$ cat config.mk
export PLATFORM = sky130hd
export DESIGN_NAME = uart_rx_os16
export DESIGN_NICKNAME = d
export VERILOG_FILES = /design/src/rtl/uart_pkg.sv /design/src/rtl/uart_os_tick_gen.sv /design/src/rtl/uart_rx_os16.sv
export SDC_FILE = /design/constraint.sdc
export NUM_CORES = 1
export LEC_CHECK = 0
export BUFFER_PORTS_ARGS = -buffer_cell sky130_fd_sc_hd__buf_2
export CAP_MARGIN = 5
export CORE_ASPECT_RATIO = 1.1
export CORE_MARGIN = 5
export CORE_UTILIZATION = 60
export CTS_BUF_LIST = sky130_fd_sc_hd__clkbuf_4
export DETAILED_ROUTE_END_ITERATION = 10
export PLACE_DENSITY_LB_ADDON = 0.12
export REMOVE_ABC_BUFFERS = 1
export SLEW_MARGIN = 0
export SYNTH_ARGS = -nofsm -noshare
export SYNTH_HDL_FRONTEND = slang
export SYNTH_SLANG_ARGS = --single-unit
$ cat constraint.sdc
create_clock -name clk -period 4.3 [get_ports clk]
set_clock_uncertainty 0.1 [all_clocks]
set_input_delay 0 -clock clk [delete_from_list [all_inputs] [get_ports clk]]
set_output_delay 0 -clock clk [all_outputs]
set_load 0.1 [all_outputs]
$ cat src/rtl/uart_pkg.sv
// Shared UART definitions: receiver state encodings and sampling constants.
// Also holds the 2-of-3 majority helper used for bit decisions.
package uart_pkg;

    typedef enum logic [2:0] {
        S_IDLE  = 3'd0,
        S_START = 3'd1,
        S_DATA  = 3'd2,
        S_STOP  = 3'd3,
        S_BREAK = 3'd4
    } uart_state_e;

    localparam logic [3:0] SAMPLE_LO   = 4'd7;
    localparam logic [3:0] SAMPLE_MID  = 4'd8;
    localparam logic [3:0] SAMPLE_HI   = 4'd9;
    localparam logic [3:0] LAST_SAMPLE = 4'd15;
    localparam int         DATA_BITS   = 8;

    function automatic logic maj3(
        input logic a,
        input logic b,
        input logic c
    );
        return (a & b) | (a & c) | (b & c);
    endfunction

endpackage

$ cat src/rtl/uart_os_tick_gen.sv
// Oversample tick generator: one-cycle tick every DIV clocks.
// clear restarts the count so sampling can be phase-aligned to an edge.
module uart_os_tick_gen #(
    parameter int DIV = 325
) (
    input  logic clk,
    input  logic rst,
    input  logic clear,
    output logic tick
);

    localparam int              CW   = (DIV > 1) ? $clog2(DIV) : 1;
    localparam logic [CW-1:0]   LAST = CW'(DIV - 1);

    logic [CW-1:0] cnt_q;
    logic [CW-1:0] cnt_d;

    always_comb begin
        cnt_d = cnt_q + 1'b1;
        if (clear || (cnt_q == LAST)) begin
            cnt_d = '0;
        end
    end

    assign tick = (cnt_q == LAST) && !clear;

    always_ff @(posedge clk) begin
        if (!rst) begin
            cnt_q <= '0;
        end else begin
            cnt_q <= cnt_d;
        end
    end

endmodule

$ cat src/rtl/uart_rx_os16.sv
// 16x-oversampled 8N1 UART receiver with majority voting,
// false-start rejection, framing/overrun pulses and valid/ready output.
module uart_rx_os16
    import uart_pkg::*;
#(
    parameter int CLOCK_FREQ = 50000000,
    parameter int BAUD_RATE  = 9600,
    parameter int OVERSAMPLE = 16
) (
    input  logic       clk,
    input  logic       rst,
    input  logic       rx,
    input  logic       rx_ready,
    output logic [7:0] rx_data,
    output logic       rx_valid,
    output logic       frame_err,
    output logic       overrun_err,
    output logic       rx_busy
);

    localparam int DIV = CLOCK_FREQ / (BAUD_RATE * OVERSAMPLE);

    uart_state_e state_q;
    logic        rx_meta_q;
    logic        rx_s_q;
    logic [3:0]  s_q;
    logic [2:0]  idx_q;
    logic [7:0]  shift_q;
    logic        smp_lo_q;
    logic        smp_mid_q;
    logic [7:0]  data_q;
    logic        valid_q;
    logic        ferr_q;
    logic        oerr_q;
    logic        busy_q;

    logic tick;
    logic start_det;
    logic maj;
    logic at_hi;
    logic at_last;

    assign start_det = (state_q == S_IDLE) && !rx_s_q;
    assign maj       = maj3(smp_lo_q, smp_mid_q, rx_s_q);
    assign at_hi     = tick && (s_q == SAMPLE_HI);
    assign at_last   = tick && (s_q == LAST_SAMPLE);

    uart_os_tick_gen #(
        .DIV (DIV)
    ) u_tick (
        .clk   (clk),
        .rst   (rst),
        .clear (start_det),
        .tick  (tick)
    );

    always_ff @(posedge clk) begin
        if (!rst) begin
            state_q   <= S_IDLE;
            rx_meta_q <= 1'b1;
            rx_s_q    <= 1'b1;
            s_q       <= '0;
            idx_q     <= '0;
            shift_q   <= '0;
            smp_lo_q  <= 1'b0;
            smp_mid_q <= 1'b0;
            data_q    <= '0;
            valid_q   <= 1'b0;
            ferr_q    <= 1'b0;
            oerr_q    <= 1'b0;
            busy_q    <= 1'b0;
        end else begin
            rx_meta_q <= rx;
            rx_s_q    <= rx_meta_q;
            ferr_q    <= 1'b0;
            oerr_q    <= 1'b0;

            if (valid_q && rx_ready) begin
                valid_q <= 1'b0;
            end

            if (tick) begin
                s_q <= s_q + 4'd1;
                if (s_q == SAMPLE_LO) begin
                    smp_lo_q <= rx_s_q;
                end
                if (s_q == SAMPLE_MID) begin
                    smp_mid_q <= rx_s_q;
                end
            end

            unique case (state_q)
                S_IDLE: begin
                    if (!rx_s_q) begin
                        state_q <= S_START;
                        s_q     <= '0;
                        idx_q   <= '0;
                        busy_q  <= 1'b1;
                    end
                end
                S_START: begin
                    if (at_hi && maj) begin
                        state_q <= S_IDLE;
                        busy_q  <= 1'b0;
                    end else if (at_last) begin
                        state_q <= S_DATA;
                        idx_q   <= '0;
                    end
                end
                S_DATA: begin
                    if (at_hi) begin
                        shift_q <= {maj, shift_q[7:1]};
                    end
                    if (at_last) begin
                        idx_q <= idx_q + 3'd1;
                        if (idx_q == 3'(DATA_BITS - 1)) begin
                            state_q <= S_STOP;
                        end
                    end
                end
                S_STOP: begin
                    // Leave half a bit early so the next start edge is not missed
                    if (at_hi) begin
                        if (maj) begin
                            state_q <= S_IDLE;
                            busy_q  <= 1'b0;
                            if (!valid_q || rx_ready) begin
                                data_q  <= shift_q;
                                valid_q <= 1'b1;
                            end else begin
                                oerr_q <= 1'b1;
                            end
                        end else begin
                            state_q <= S_BREAK;
                            ferr_q  <= 1'b1;
                        end
                    end
                end
                S_BREAK: begin
                    if (rx_s_q) begin
                        state_q <= S_IDLE;
                        busy_q  <= 1'b0;
                    end
                end
                default: begin
                    state_q <= S_IDLE;
                    busy_q  <= 1'b0;
                end
            endcase
        end
    end

    assign rx_data     = data_q;
    assign rx_valid    = valid_q;
    assign frame_err   = ferr_q;
    assign overrun_err = oerr_q;
    assign rx_busy     = busy_q;

endmodule

======== Yosys cells after proc, flatten, opt, wreduce, memory -nomap -nowiden ========
Index checks and enable logic that the tools add are counted.
storage, ports and cells
  output and inout bits ................... 12
  logic and storage cells ................. 97
  bits of input ports ..................... 4
  register bits after elaboration ......... 43
cells by class
  muxes and demuxes ....................... 30
  reductions and logical operators ........ 23
  add/subtract/negate cells ............... 3
  bitwise operators ....................... 7
  equal/unequal tests ..................... 20
operators with widths
  operator               number
  $mux W3                12
  $ne A2 B2 Y1 const B   9
  $pmux W3 S5            1
  $eq A4 B4 Y1 const B   3
  $mux W1                12
  $mux W4                3
  $reduce_and A6 Y1      2
  $add A9 B1 Y9 const B  1
  $eq A9 B9 Y1 const B   1
  $pmux W3 S3            1
  $reduce_and A4 Y1      2
  $eq A3 B2 Y1 const B   2
  $eq A3 B3 Y1 const B   2
  $logic_and A1 B1 Y1    6
  $reduce_and A2 Y1      3
  $pmux W1 S5            1
  $reduce_and A5 Y1      1
  $add A4 B1 Y4 const B  1
  $eq A4 B3 Y1 const B   1
  $add A3 B1 Y3 const B  1
  $and A1 B1 Y1          3
  $eq A3 B1 Y1 const B   1
  $logic_not A1 Y1       3
  $logic_not A3 Y1       1
  7 further kinds        10

======== Longest topological paths before layout ========
Gate-level depths: netlist of run 1.
  depth in word-level cells ............... 8
  gate-level depth with buffers ........... 8
  depth with buffers taken out ............ 7

======== Cells and area by module ========
From an unflattened synthesis of run 1, not the netlist that was laid out.
second synthesis, totals
  cell total of the unflattened synthesis .. 206
  area total of the unflattened synthesis .. 1929.4 µm²
modules (own cells, without submodules)
  module            area each (µm²)  sequential area each (µm²)  cells each  instances
  uart_rx_os16      1480.2           680.7                       157         1
  uart_os_tick_gen  449.2            180.2                       49          1

======== Least setup slack after synthesis of run 1 ========
OpenSTA, ideal clock, no wires.
  path kind ............................... reg2reg
  start ................................... reg valid_q, in the netlist rx_valid
  end ..................................... reg data_q[0], in the netlist rx_data[0]
  clock period less this slack ............ 1.870 ns
  arrival ................................. 1.650 ns
  setup time .............................. 0.120 ns
  cell stages (with the launch flop) ...... 6
  required time ........................... 4.080 ns
  path slack .............................. 2.430 ns
  path buffers ............................ 0
  path through ............................ dfxtp_1 nand2b_1 nand2_1 nor3_4 mux2i_1 nor2b_1
between the ends
  cells in the longest elaborated chain, start to end .. 3
RTL lines
  element                             RTL line             RTL
  start: declaration                  uart_rx_os16.sv:32   logic valid_q;
  start signal: assignment            uart_rx_os16.sv:68   valid_q <= 1'b0;
  start signal: assignment            uart_rx_os16.sv:79   valid_q <= 1'b0;
  start signal: assignment            uart_rx_os16.sv:129  valid_q <= 1'b1;
  $logic_not A1 Y1                    uart_rx_os16.sv:127  if (!valid_q || rx_ready) begin
  $logic_or A1 B1 Y1                  uart_rx_os16.sv:127
  $reduce_and A4 Y1 (no source line)  --
  end signal: assignment              uart_rx_os16.sv:128  data_q <= shift_q;
  end: declaration                    uart_rx_os16.sv:31   logic [7:0] data_q;
No other way between the ends.
A chain may end at the register's enable or synchronous reset.

======== Worst setup path after layout of run 1 ========
  start ................................... reg state_q[1]
  end ..................................... reg oerr_q, in the netlist overrun_err
between the ends
  cells in the longest elaborated chain, start to end .. 6
  elaborated cells on any way between the ends .. 7
  those cells by class .................... 1 x eq/ne; 6 x reduce/logical
RTL lines
  element                                 RTL line                RTL
  start: declaration                      uart_rx_os16.sv:23      uart_state_e state_q;
  start signal: assignment                uart_rx_os16.sv:59      state_q <= S_IDLE;
  start signal: assignment                uart_rx_os16.sv:95      state_q <= S_START;
  start signal: assignment                uart_rx_os16.sv:103     state_q <= S_IDLE;
  $logic_not A3 Y1                        uart_rx_os16.sv:43      assign start_det = (state_q == S_IDLE) && !rx_s_q;
  $logic_and A1 B1 Y1                     uart_rx_os16.sv:43
  $logic_not A1 Y1                        uart_os_tick_gen.sv:25  assign tick = (cnt_q == LAST) && !clear;
  $logic_and A1 B1 Y1                     uart_os_tick_gen.sv:25
  $logic_and A1 B1 Y1                     uart_rx_os16.sv:45      assign at_hi = tick && (s_q == SAMPLE_HI);
  $reduce_and A4 Y1 (no source line) (*)  --
  end signal: assignment                  uart_rx_os16.sv:70      oerr_q <= 1'b0;
  end signal: assignment                  uart_rx_os16.sv:76      oerr_q <= 1'b0;
  end signal: assignment                  uart_rx_os16.sv:131     oerr_q <= 1'b1;
  end: declaration                        uart_rx_os16.sv:34      logic oerr_q;
Every way passes the cells marked *; elsewhere a longest branch is shown, timed or not.

==> key figures, run 1 <==
Routing
  – Vias: 1,400
  – DRT Pass-1 Iters: 4
  – Routed WL per cell: 12.71 µm
  – Violation count after the first detailed-routing iteration: 55
  – DRT antenna net count: 0
  – Final routed wirelength across all metal layers: 3331 µm
  – Number of remaining DRC errors: 0
  – Per-cell via count in the routed design: 5.344

Global routing
  – GRT Util Overall: 0.1724
  – Grt met2 use: 0.2841
  – Met1 usage in global routing: 0.2126
  – Maximum number of pins on one net before global-route repair: 33
  – Vias in the first global route: 1,443
  – Global routing's busiest layer: met2
  – Met3 track demand over resource: 0.04502
  – Total overflow reported by the global router: 0
  – Number of antenna violations at the first check in global routing: 0
  – Wire length of the first global-routing pass: 6354 µm

Timing
  – Setup_tns: 0 ns
  – Slew margin rel.: 0.6678
  – Number of failing hold endpoints at the final stage: 0
  – Setup-violating endpoint count in the final report: 0
  – Count of pins over their slew limit: 0
  – Period utilisation layout: 0.5058
  – Hold_ws: 0.3238 ns
  – Worst-Margin Slew: 0.4967 ns
  – Maximum frequency from static timing analysis: 459.8 MHz
  – Unrepaired setup endpoints after global routing: false
  – Clock period minus final worst setup slack: 2.175 ns

Logic synthesis
  – Largest area contributor in the netlist: dfxtp_1
  – Post-synthesis average cell area: 9.599 µm²
  – Cell area after technology mapping: 0.001987 mm²
  – Top post-synthesis cells by area: dfxtp_1 (43%), mux2i_1 (9.6%), nor2b_1 (6.0%), ha_1 (4.4%), nor2_1 (4.0%)
  – Total of warnings raised by yosys: 0
  – Seq/Total Area, Yosys: 0.4332
  – Synthesized netlist cell count: 207
  – Seq cells post-synth: 43
  – Number of distinct standard cells referenced by the synthesized netlist: 40
  – Yosys top cell area share: 0.4332

Cells and area
  – Area growth from synthesis to layout: 11.52%
  – Most frequent cells in the layout: dfxtp_1 (43), nor2_1 (21), mux2i_1 (19), nor2b_1 (19)
  – Most common library cell in the layout ignoring fill and taps: dfxtp_1
  – Post-layout net count: 236
  – Filler Cells Inserted: 252
  – Antenna cells: 0
  – Final design instance area without fill: 0.002216 mm²
  – Layout cells sized above 1: 0.1283
  – Core occupancy in the finished layout: 0.6765

Setup path
  – Required time reported for the critical path endpoint: 4.45 ns
  – Worst reg-to-reg setup slack: 2.13 ns
  – Number of cells on the worst reg-to-reg path: 4
  – Crit start category: flop
  – Data arrival time of the critical path: 2.32 ns
  – Type of destination of the critical path: flop
  – Startpoint-to-endpoint class of the critical path: flop to flop
  – Biggest fanout along the worst timing path: 12

Floorplan
  – Die Outline Area: 0.004564 mm²
  – Chip width: 64.87 µm
  – Starting density of the core: 0.6066
  – Ports placed on the boundary: 16
  – Core Rows: 22
  – Die H: 70.36 µm
  – Core box area: 0.003276 mm²

CTS
  – Post-CTS resize count: 0
  – Clock transition at the registers of the reported paths: 0.12 ns
  – Number of buffers between clock root and the deepest sink: 2
  – Clock Tree Root: clkbuf_4
  – TritonCTS clock tree: built
  – Number of buffers added by the clock tree synthesis step: 5
  – Clock latency at the later pin of the worst-skew pair: 0.34 ns
  – Number of sinks handled by clock tree synthesis: 43
  – Count of H-tree levels built during CTS: 2

Pwr
  – P_leak: 0.8932 nW
  – IR Drop Worst-Case VDD: 0.2579 mV
  – Total power density per cell area: 345.5 mW/mm²
  – Post-layout total power: 0.7656 mW

Min path
  – Worst min path class: flop to flop
  – Worst Hold Path Cells: 1

Run
  – Number of violations of the max-capacitance limit: 0

Placed design
  – Estimated wirelength of the detail-placed design: 2407 µm
  – Global placer's final weighted congestion: 0.7930
  – Port Buffer Count: 15
  – Area after detailed placement: 0.002061 mm²

Status
  – Run status: finished, final reports clean
## sequential cells by signal, indices dropped and copies added (netlist names), 3 cells and up
| signal | flops |
|---|---|
| u_tick.cnt_q | 9 |
| idx_q | 3 |
| s_q | 4 |
| shift_q | 8 |
| rx_data | 8 |
| state_q | 3 |
## worst max-delay path: stages, from the launching register on
cell	delay, ns
dfxtp_1	0.45
or4_1	0.69
nand3_4	0.20
nor4_1	0.08
dlygate4sd3_1	0.55
## final timing paths
check | from | to
setup / recovery | state_q[1] | overrun_err
hold / removal | rx_meta_q | rx_s_q
setup reg to reg | state_q[1] | overrun_err
hold reg to reg | rx_meta_q | rx_s_q
## metal layers
layer,routed length (µm),up-vias
met5,0,-
met4,40,0
met1,1550,640
met2,1633,21
met3,107,4
li1,-,735
## through the flow
stage	setup slack, ns	std cells
global route	1.970	262
global placement	2.283	249
floorplan	2.404	198
detailed placement	2.192	249
finish	2.125	262
CTS	2.135	262
## Yosys cell counts
cell	instances
or4_1	1
nor4b_4	1
nand2b_1	3
and3b_1	2
nor4_1	2
nor3_4	1
a21boi_0	2
buf_2	4
nand4_1	3
nand4b_1	1
buf_6	1
or3b_1	2
nand4_2	1
a31oi_4	1
or2_2	1
or3_1	2
o21a_1	1
and3_1	3
dfxtp_1	43
o211ai_1	3
o32ai_1	1
maj3_1	1
nor3_1	4
nand3_1	6
nor2b_1	19
nand2_1	15
inv_1	7
xor2_1	7
nand3_4	1
and4b_1	1
a21boi_1	2
ha_1	7
mux2i_1	19
xnor2_1	4
nand3b_1	1
a21oi_1	3
clkbuf_1	4
o21ai_0	3
and2_1	3
nor2_1	21
## layout make-up
type                    instances  area, µm²  share of cell area
inverters                       7      26.28             0.01186
clock inverters                 2      60.06             0.02710
well taps                      36      45.04             0.02033
repair buffers                 20      125.1             0.05647
multi-input cells             148       1054              0.4754
clock buffers                   6      45.04             0.02033
flip-flops and latches         43      860.8              0.3885
## power by group
part | leakage, nW | internal (mW) | switching, mW
sequential | 0.348 | 0.404 | 0.00694
combinational | 0.490 | 0.0180 | 0.0262
clock | 0.0559 | 0.188 | 0.123
## cells by family after synthesis
| family | Yosys count | synth area share |
|---|---|---|
| flops | 43 | 0.4333 |
| simple gates | 94 | 0.2765 |
| fa+ha+maj | 8 | 0.04912 |
| xor+xnor | 11 | 0.04849 |
| buf+inv | 16 | 0.03652 |
| compound gates | 16 | 0.06045 |
| mux | 19 | 0.09572 |
## timing repair
| item | CTS | global route |
|---|---|---|
| endpoints found under the hold margin | 4 | 0 |
| hold buffers | 5 | 0 |
| setup buffers | 0 | 0 |
Note: power is estimated with default switching activity, not from simulation.
==> inputs of run 2 (changes only) <==
--- a/config.mk
+++ b/config.mk
@@ -5,11 +5,12 @@
 export SDC_FILE = /design/constraint.sdc
 export NUM_CORES = 1
 export LEC_CHECK = 0
+export ABC_AREA = 1
 export BUFFER_PORTS_ARGS = -buffer_cell sky130_fd_sc_hd__buf_2
 export CAP_MARGIN = 5
 export CORE_ASPECT_RATIO = 1.1
 export CORE_MARGIN = 5
-export CORE_UTILIZATION = 60
+export CORE_UTILIZATION = 56
 export CTS_BUF_LIST = sky130_fd_sc_hd__clkbuf_4
 export DETAILED_ROUTE_END_ITERATION = 10
 export PLACE_DENSITY_LB_ADDON = 0.12
==> constraint.sdc (replaced) <==
create_clock -name clk -period 1.95 [get_ports clk]
set_clock_uncertainty 0.1 [all_clocks]
set_input_delay 0 -clock clk [delete_from_list [all_inputs] [get_ports clk]]
set_output_delay 0 -clock clk [all_outputs]
set_load 0.1 [all_outputs]
==> run 2 against run 1 <==
Net effect: first-iteration DRC count is 130% higher; synthesized cell count grew 32%; wire length up 11%.
==> key figures, run 2 <==
Status
  – Run status: finished, final reports clean

Floorplan
  – Die Outline Area: 0.005007 mm²
  – Starting density of the core: 0.5746
  – Core box area: 0.003597 mm²
  – Die H: 73.72 µm
  – Core Rows: 23
  – Chip width: 67.93 µm
  – Ports placed on the boundary: 16

Logic synthesis
  – Synth top cells by count: dfxtp_1 (43), inv_1 (43), nor2_1 (40), nand2_1 (39), a21oi_1 (21)
  – Synthesized netlist cell count: 274
  – Post-synthesis average cell area: 7.544 µm²
  – Top post-synthesis cells by area: dfxtp_1 (42%), inv_1 (7.8%), nor2_1 (7.3%), nand2_1 (7.1%), a21oi_1 (5.1%)
  – Post-synth EDFFs: 0
  – Number of distinct standard cells referenced by the synthesized netlist: 29
  – Top FF cell, synth: dfxtp_1
  – Yosys top cell area share: 0.4165
  – Seq cells post-synth: 43
  – Seq/Total Area, Yosys: 0.4165
  – Largest area contributor in the netlist: dfxtp_1
  – Fraction of registers with async set or reset after synthesis: 0
  – Cell area after technology mapping: 0.002067 mm²
  – Total of warnings raised by yosys: 0

Cells and area
  – Antenna cells: 0
  – Area growth from synthesis to layout: 12.05%
  – Number of flip-flops in the largest register: 9
  – Register with the highest flop count: u_tick.cnt_q
  – Final design instance area without fill: 0.002316 mm²
  – Post-layout net count: 309
  – Most frequent cells in the layout: inv_1 (43), dfxtp_1 (43), nand2_1 (39)
  – Non-filler instance count after layout: 349
  – Layout cells sized above 1: 0.2174
  – Core occupancy in the finished layout: 0.6438

CTS
  – Clock latency at the later pin of the worst-skew pair: 0.36 ns
  – Number of buffers added by the clock tree synthesis step: 5
  – TritonCTS clock tree: built
  – Clock Tree Root: clkbuf_4
  – Number of buffers between clock root and the deepest sink: 2
  – Clock transition at the registers of the reported paths: 0.13 ns
  – Count of H-tree levels built during CTS: 2
  – Number of sinks handled by clock tree synthesis: 43

Setup path
  – Critical Path, Cell by Cell: inv_1, ha_1, nand2_1, nor2_4, nand2_2, nor2_4, buf_4, nand2_1, nor3_2, xor2_1, nor2_1
  – Type of destination of the critical path: flop
  – Required time reported for the critical path endpoint: 2.12 ns
  – Critical Path Start: u_tick.cnt_q[0]
  – Worst reg-to-reg setup slack: 0.13 ns
  – Dominant delay contributor by cell family on the critical path: simple AND/OR/NAND/NOR gates
  – Startpoint-to-endpoint class of the critical path: flop to flop
  – Data arrival time of the critical path: 1.99 ns
  – Cell count along the critical path: 11
  – Number of cells on the worst reg-to-reg path: 11
  – Worst path slowest cell: dfxtp_1
  – Crit start category: flop
  – Critical register-to-register path endpoint: s_q[3]
  – Critical path destination: s_q[3]
  – Critical R2R Launch: u_tick.cnt_q[0]
  – Max stage delay on crit path: 0.36 ns
  – Biggest fanout along the worst timing path: 4
  – Critical path buffer and inverter count: 2

Min path
  – Worst Hold Path Cells: 3
  – Worst min path class: primary input to flop

Pwr
  – IR Drop Worst-Case VDD: 0.5657 mV
  – P_leak: 1.019 nW
  – Total power density per cell area: 997.1 mW/mm²

Timing
  – Unrepaired setup endpoints after global routing: true
  – Clock period minus final worst setup slack: 1.817 ns
  – Worst-Margin Slew: 0.4900 ns
  – Count of pins over their slew limit: 0
  – Setup_tns: 0 ns
  – Period utilisation layout: 0.9320
  – Setup-violating endpoint count in the final report: 0
  – Number of failing hold endpoints at the final stage: 0
  – Slew margin rel.: 0.6756
  – Maximum frequency from static timing analysis: 550.2 MHz

Global routing
  – Wire length of the first global-routing pass: 6444 µm
  – Total overflow reported by the global router: 0
  – Vias in the first global route: 1,509
  – GRT Util Overall: 0.1685
  – Number of antenna violations at the first check in global routing: 0
  – Maximum number of pins on one net before global-route repair: 23

Run
  – Number of violations of the max-capacitance limit: 0

Routing
  – Routed WL per cell: 10.58 µm
  – DRT Pass-1 Iters: 4
  – Final routed wirelength across all metal layers: 3694 µm
  – Violation count after the first detailed-routing iteration: 127
  – Per-cell via count in the routed design: 4.805
  – Number of remaining DRC errors: 0
  – Vias: 1,677
  – DRT antenna net count: 0

Placed design
  – Port Buffer Count: 15
  – Global placer's final weighted congestion: 0.8200
  – Dpl cells: 337
  – Area after detailed placement: 0.002197 mm²
  – Estimated wirelength of the detail-placed design: 2699 µm
## run 2: metrics by stage
step / setup WS [ns] / power [mW] / hold WS [ns]
global placement: 0.1656 / 1.853 / 0.08692
detailed placement: 0.1120 / 1.871 / 0.09907
floorplan: 0.1642 / 1.721 / 0.006577
CTS: 0.08009 / 2.322 / 0.2534
finish: 0.1326 / 2.309 / 0.2789
global route: -0.04919 / 2.509 / 0.2702
## run 2: power by group
group / internal (mW) / switching [mW]
combinational: 0.275 / 0.553
clock: 0.153 / 0.296
sequential: 0.964 / 0.0672
## run 2: how the worst min path moves through the flow
stage	start	end	slack [ns]
finish	rx	rx_meta_q	0.28
global route	rx	rx_meta_q	0.27
CTS	rx	rx_meta_q	0.25
detailed placement	rx	rx_meta_q	0.1
global placement	rx	rx_meta_q	0.09
floorplan	rx	rx_meta_q	0.007
## run 2: cell families after synthesis
group / count (synthesis) / synth area share
fa+ha+maj: 7 / 0.04237
xor+xnor: 1 / 0.004238
compound gates: 43 / 0.1386
flops: 43 / 0.4165
buf+inv: 56 / 0.1071
simple gates: 124 / 0.2912
## run 2: tightest hold or removal path: cells and delay by family
family,cells,cell delay [ns]
buffers and inverters,2,0.63
AND/OR/NAND/NOR,1,0.09
## run 2: repair_timing
item,in CTS,in global routing
buffers inserted,0,1
gates resized for setup,0,8
setup endpoints to repair,0,19
endpoints found under the hold margin,22,0
hold buffers,3,0
## run 2: area by class of cell
| type | count | area [µm²] |
|---|---|---|
| clock buffers | 6 | 45.04 |
| well taps | 50 | 62.56 |
| inverters | 51 | 191.4 |
| fillers | 328 | 1281 |
| flip-flops and latches | 43 | 860.8 |
| clock inverters | 2 | 12.51 |
| multi-input cells | 175 | 1008 |
| repair buffers | 22 | 135.1 |
## run 2: routing by layer
| layer | up-vias | routed length [µm] | track usage |
|---|---|---|---|
| met5 | - | 0 | 0 |
| met4 | 0 | 62 | 0.07947 |
| met3 | 7 | 97 | 0.03670 |
| met2 | 16 | 1733 | 0.2687 |
| met1 | 737 | 1801 | 0.2138 |
| li1 | 917 | - | - |
==> inputs of run 3 (changes only) <==
--- a/config.mk
+++ b/config.mk
@@ -9,11 +9,11 @@
 export BUFFER_PORTS_ARGS = -buffer_cell sky130_fd_sc_hd__buf_2
 export CAP_MARGIN = 5
 export CORE_ASPECT_RATIO = 1.1
-export CORE_MARGIN = 5
-export CORE_UTILIZATION = 56
+export CORE_UTILIZATION = 60
 export CTS_BUF_LIST = sky130_fd_sc_hd__clkbuf_4
 export DETAILED_ROUTE_END_ITERATION = 10
 export PLACE_DENSITY_LB_ADDON = 0.12
+export RECOVER_POWER = 25
 export REMOVE_ABC_BUFFERS = 1
 export SLEW_MARGIN = 0
 export SYNTH_ARGS = -nofsm -noshare
==> constraint.sdc (replaced) <==
create_clock -name clk -period 2.2 [get_ports clk]
set_clock_uncertainty 0.1 [all_clocks]
set_input_delay 0 -clock clk [delete_from_list [all_inputs] [get_ports clk]]
set_output_delay 0 -clock clk [all_outputs]
set_load 0.1 [all_outputs]
==> run 3 against run 2 <==
Net effect: the run now ends with DRC left; via count shrank 1.4%; cell count shrank 4.9%; critical path depth shrank 2; maximum frequency shrank 9.8%; worst hold slack lost 0.014 ns; setup slack gained 0.052 ns; combinational power shrank 14%; critical path type unchanged; largest power group unchanged.
==> key figures, run 3 (synthesis results as in run 2) <==
Status
  – Run status: finished, violations left
  – Violated checks: DRC

Setup path
  – Critical R2R Launch: u_tick.cnt_q[0]
  – Number of cells on the worst reg-to-reg path: 9
  – Biggest fanout along the worst timing path: 4
  – Cell count along the critical path: 9
  – Worst path slowest cell: dlygate4sd3_1
  – Critical Path, Cell by Cell: inv_1, ha_1, nand2_1, nor2_2, nand4_4, inv_1, nand2_1, nor3_1, dlygate4sd3_1
  – Data arrival time of the critical path: 2.21 ns
  – Dominant delay contributor by cell family on the critical path: buffers and inverters
  – Critical register-to-register path endpoint: overrun_err
  – Type of destination of the critical path: flop
  – Startpoint-to-endpoint class of the critical path: flop to flop
  – Critical path buffer and inverter count: 3
  – Required time reported for the critical path endpoint: 2.40 ns
  – Max stage delay on crit path: 0.56 ns
  – Worst reg-to-reg setup slack: 0.18 ns
  – Crit start category: flop

Cells and area
  – Post-layout net count: 306
  – Number of flip-flops in the largest register: 9
  – Area growth from synthesis to layout: 8.777%
  – Register with the highest flop count: u_tick.cnt_q
  – Antenna cells: 0
  – Layout cells sized above 1: 0.1588
  – Most frequent cells in the layout: inv_1 (43), dfxtp_1 (43), nor2_1 (40)

Min path
  – End point of the most critical hold path: rx_meta_q
  – Hold path startpoint: rx
  – Worst Hold Path Cells: 3
  – Worst min path class: primary input to flop

Floorplan
  – Die Outline Area: 0.003684 mm²
  – Core Rows: 22
  – Ports placed on the boundary: 16
  – Chip width: 57.96 µm
  – Starting density of the core: 0.6258
  – Core box area: 0.003303 mm²
  – Die H: 63.56 µm

Global routing
  – Wire length of the first global-routing pass: 6361 µm
  – Total overflow reported by the global router: 0
  – GRT Util Overall: 0.2163
  – Maximum number of pins on one net before global-route repair: 23
  – Vias in the first global route: 1,543
  – Number of antenna violations at the first check in global routing: 0

Timing
  – Slew margin rel.: 0.2222
  – Maximum frequency from static timing analysis: 496.1 MHz
  – Setup_tns: 0 ns
  – Count of pins over their slew limit: 0
  – Post-route worst setup slack: 0.1842 ns
  – Number of failing hold endpoints at the final stage: 0
  – Unrepaired setup endpoints after global routing: false
  – Setup-violating endpoint count in the final report: 0
  – Period utilisation layout: 0.9163
  – Worst-Margin Slew: 1.172 ns
  – Clock period minus final worst setup slack: 2.016 ns

Pwr
  – Total power density per cell area: 900.2 mW/mm²
  – P_leak: 0.9180 nW
  – IR Drop Worst-Case VDD: 0.4101 mV

CTS
  – Clock Tree Root: clkbuf_4
  – Number of buffers added by the clock tree synthesis step: 5
  – Number of buffers between clock root and the deepest sink: 2
  – Count of H-tree levels built during CTS: 2
  – TritonCTS clock tree: built
  – Setup bufs post-CTS: 0
  – Clock latency at the later pin of the worst-skew pair: 0.35 ns
  – Number of sinks handled by clock tree synthesis: 43
  – Clock transition at the registers of the reported paths: 0.13 ns

Placed design
  – Estimated wirelength of the detail-placed design: 2543 µm
  – Port Buffer Count: 15
  – Global placer's final weighted congestion: 0.8429
  – Pre-CTS worst setup slack: 0.4060 ns

Routing
  – DRT antenna net count: 0
  – Routed WL per cell: 10.41 µm
  – Violation count after the first detailed-routing iteration: 62
  – Per-cell via count in the routed design: 4.982
  – Vias: 1,654
  – DRT Pass-1 Iters: 7
  – Final routed wirelength across all metal layers: 3457 µm
  – Number of remaining DRC errors: 1

Run
  – Number of violations of the max-capacitance limit: 0
==> run 3: cell types whose count changed in the layout (fill, tap and decap cells not counted), sizes merged <==
| cell | delta |
|---|---|
| dlygate4sd3 | +1 |
| buf | -16 |
| clkbuf | +12 |
==> run 3: worst register-to-register path: cells and delay by family, from the launching register on <==
family / cells / cell delay [ns]
adders and majority gates: 1 / 0.16
buffers and inverters: 3 / 0.75
DFF: 1 / 0.35
and+or+nand+nor: 5 / 0.64
==> run 3: worst max path at each step <==
stage	startpoint	to	slack [ns]
2_1_floorplan	rx_valid	rx_data[0]	0.41
3_3_place_gp	u_tick.cnt_q[0]	rx_data[6]	0.47
3_5_place_dp	u_tick.cnt_q[0]	shift_q[5]	0.41
4_1_cts	u_tick.cnt_q[0]	overrun_err	0.15
5_1_grt	s_q[1]	overrun_err	0.03
6_report	u_tick.cnt_q[0]	overrun_err	0.18
==> run 3: timing repair <==
| action | CTS | global route |
|---|---|---|
| hold buffers | 4 | 0 |
| gates resized for setup | 0 | 1 |
| endpoints found under the hold margin | 22 | 0 |
| setup endpoints to repair | 0 | 1 |
==> run 3: where the power goes <==
part,switching [mW],internal (mW),total [mW]
combinational,0.481,0.236,0.717
clock,0.253,0.136,0.389
sequential,0.0634,0.854,0.918
==> run 3: through the flow <==
| step | instance area, µm² | hold slack, ns | std cells | power (mW) | util |
|---|---|---|---|---|---|
| floorplan | 2037 | 0.006577 | 269 | 1.525 | - |
| global placement | 2157 | 0.08535 | 320 | 1.637 | 0.6530 |
| detailed placement | 2157 | 0.09224 | 320 | 1.649 | 0.6530 |
| CTS | 2255 | 0.2586 | 332 | 2.046 | 0.6826 |
| global route | 2248 | 0.2530 | 332 | 2.194 | 0.6807 |
| finish | 2248 | 0.2651 | 332 | 2.024 | 0.6807 |
==> run 3: layout make-up <==
cell class | instances | area, µm²
fill | 298 | 1055
multi-input combinational | 175 | 993.5
sequential | 43 | 860.8
inverter | 51 | 191.4
timing repair buffer | 19 | 100.1
clock buffer | 6 | 45.04
tap | 36 | 45.04
clock inverter | 2 | 12.51
==> run 3: metal layers <==
layer | track usage | share of wire | up-vias
li1 | - | - | 910
met1 | 0.2713 | 0.50 | 723
met2 | 0.3649 | 0.46 | 19
met3 | 0.04312 | 0.030 | 2
met4 | 0.07143 | 0.0055 | 0
met5 | 0 | 0 | -
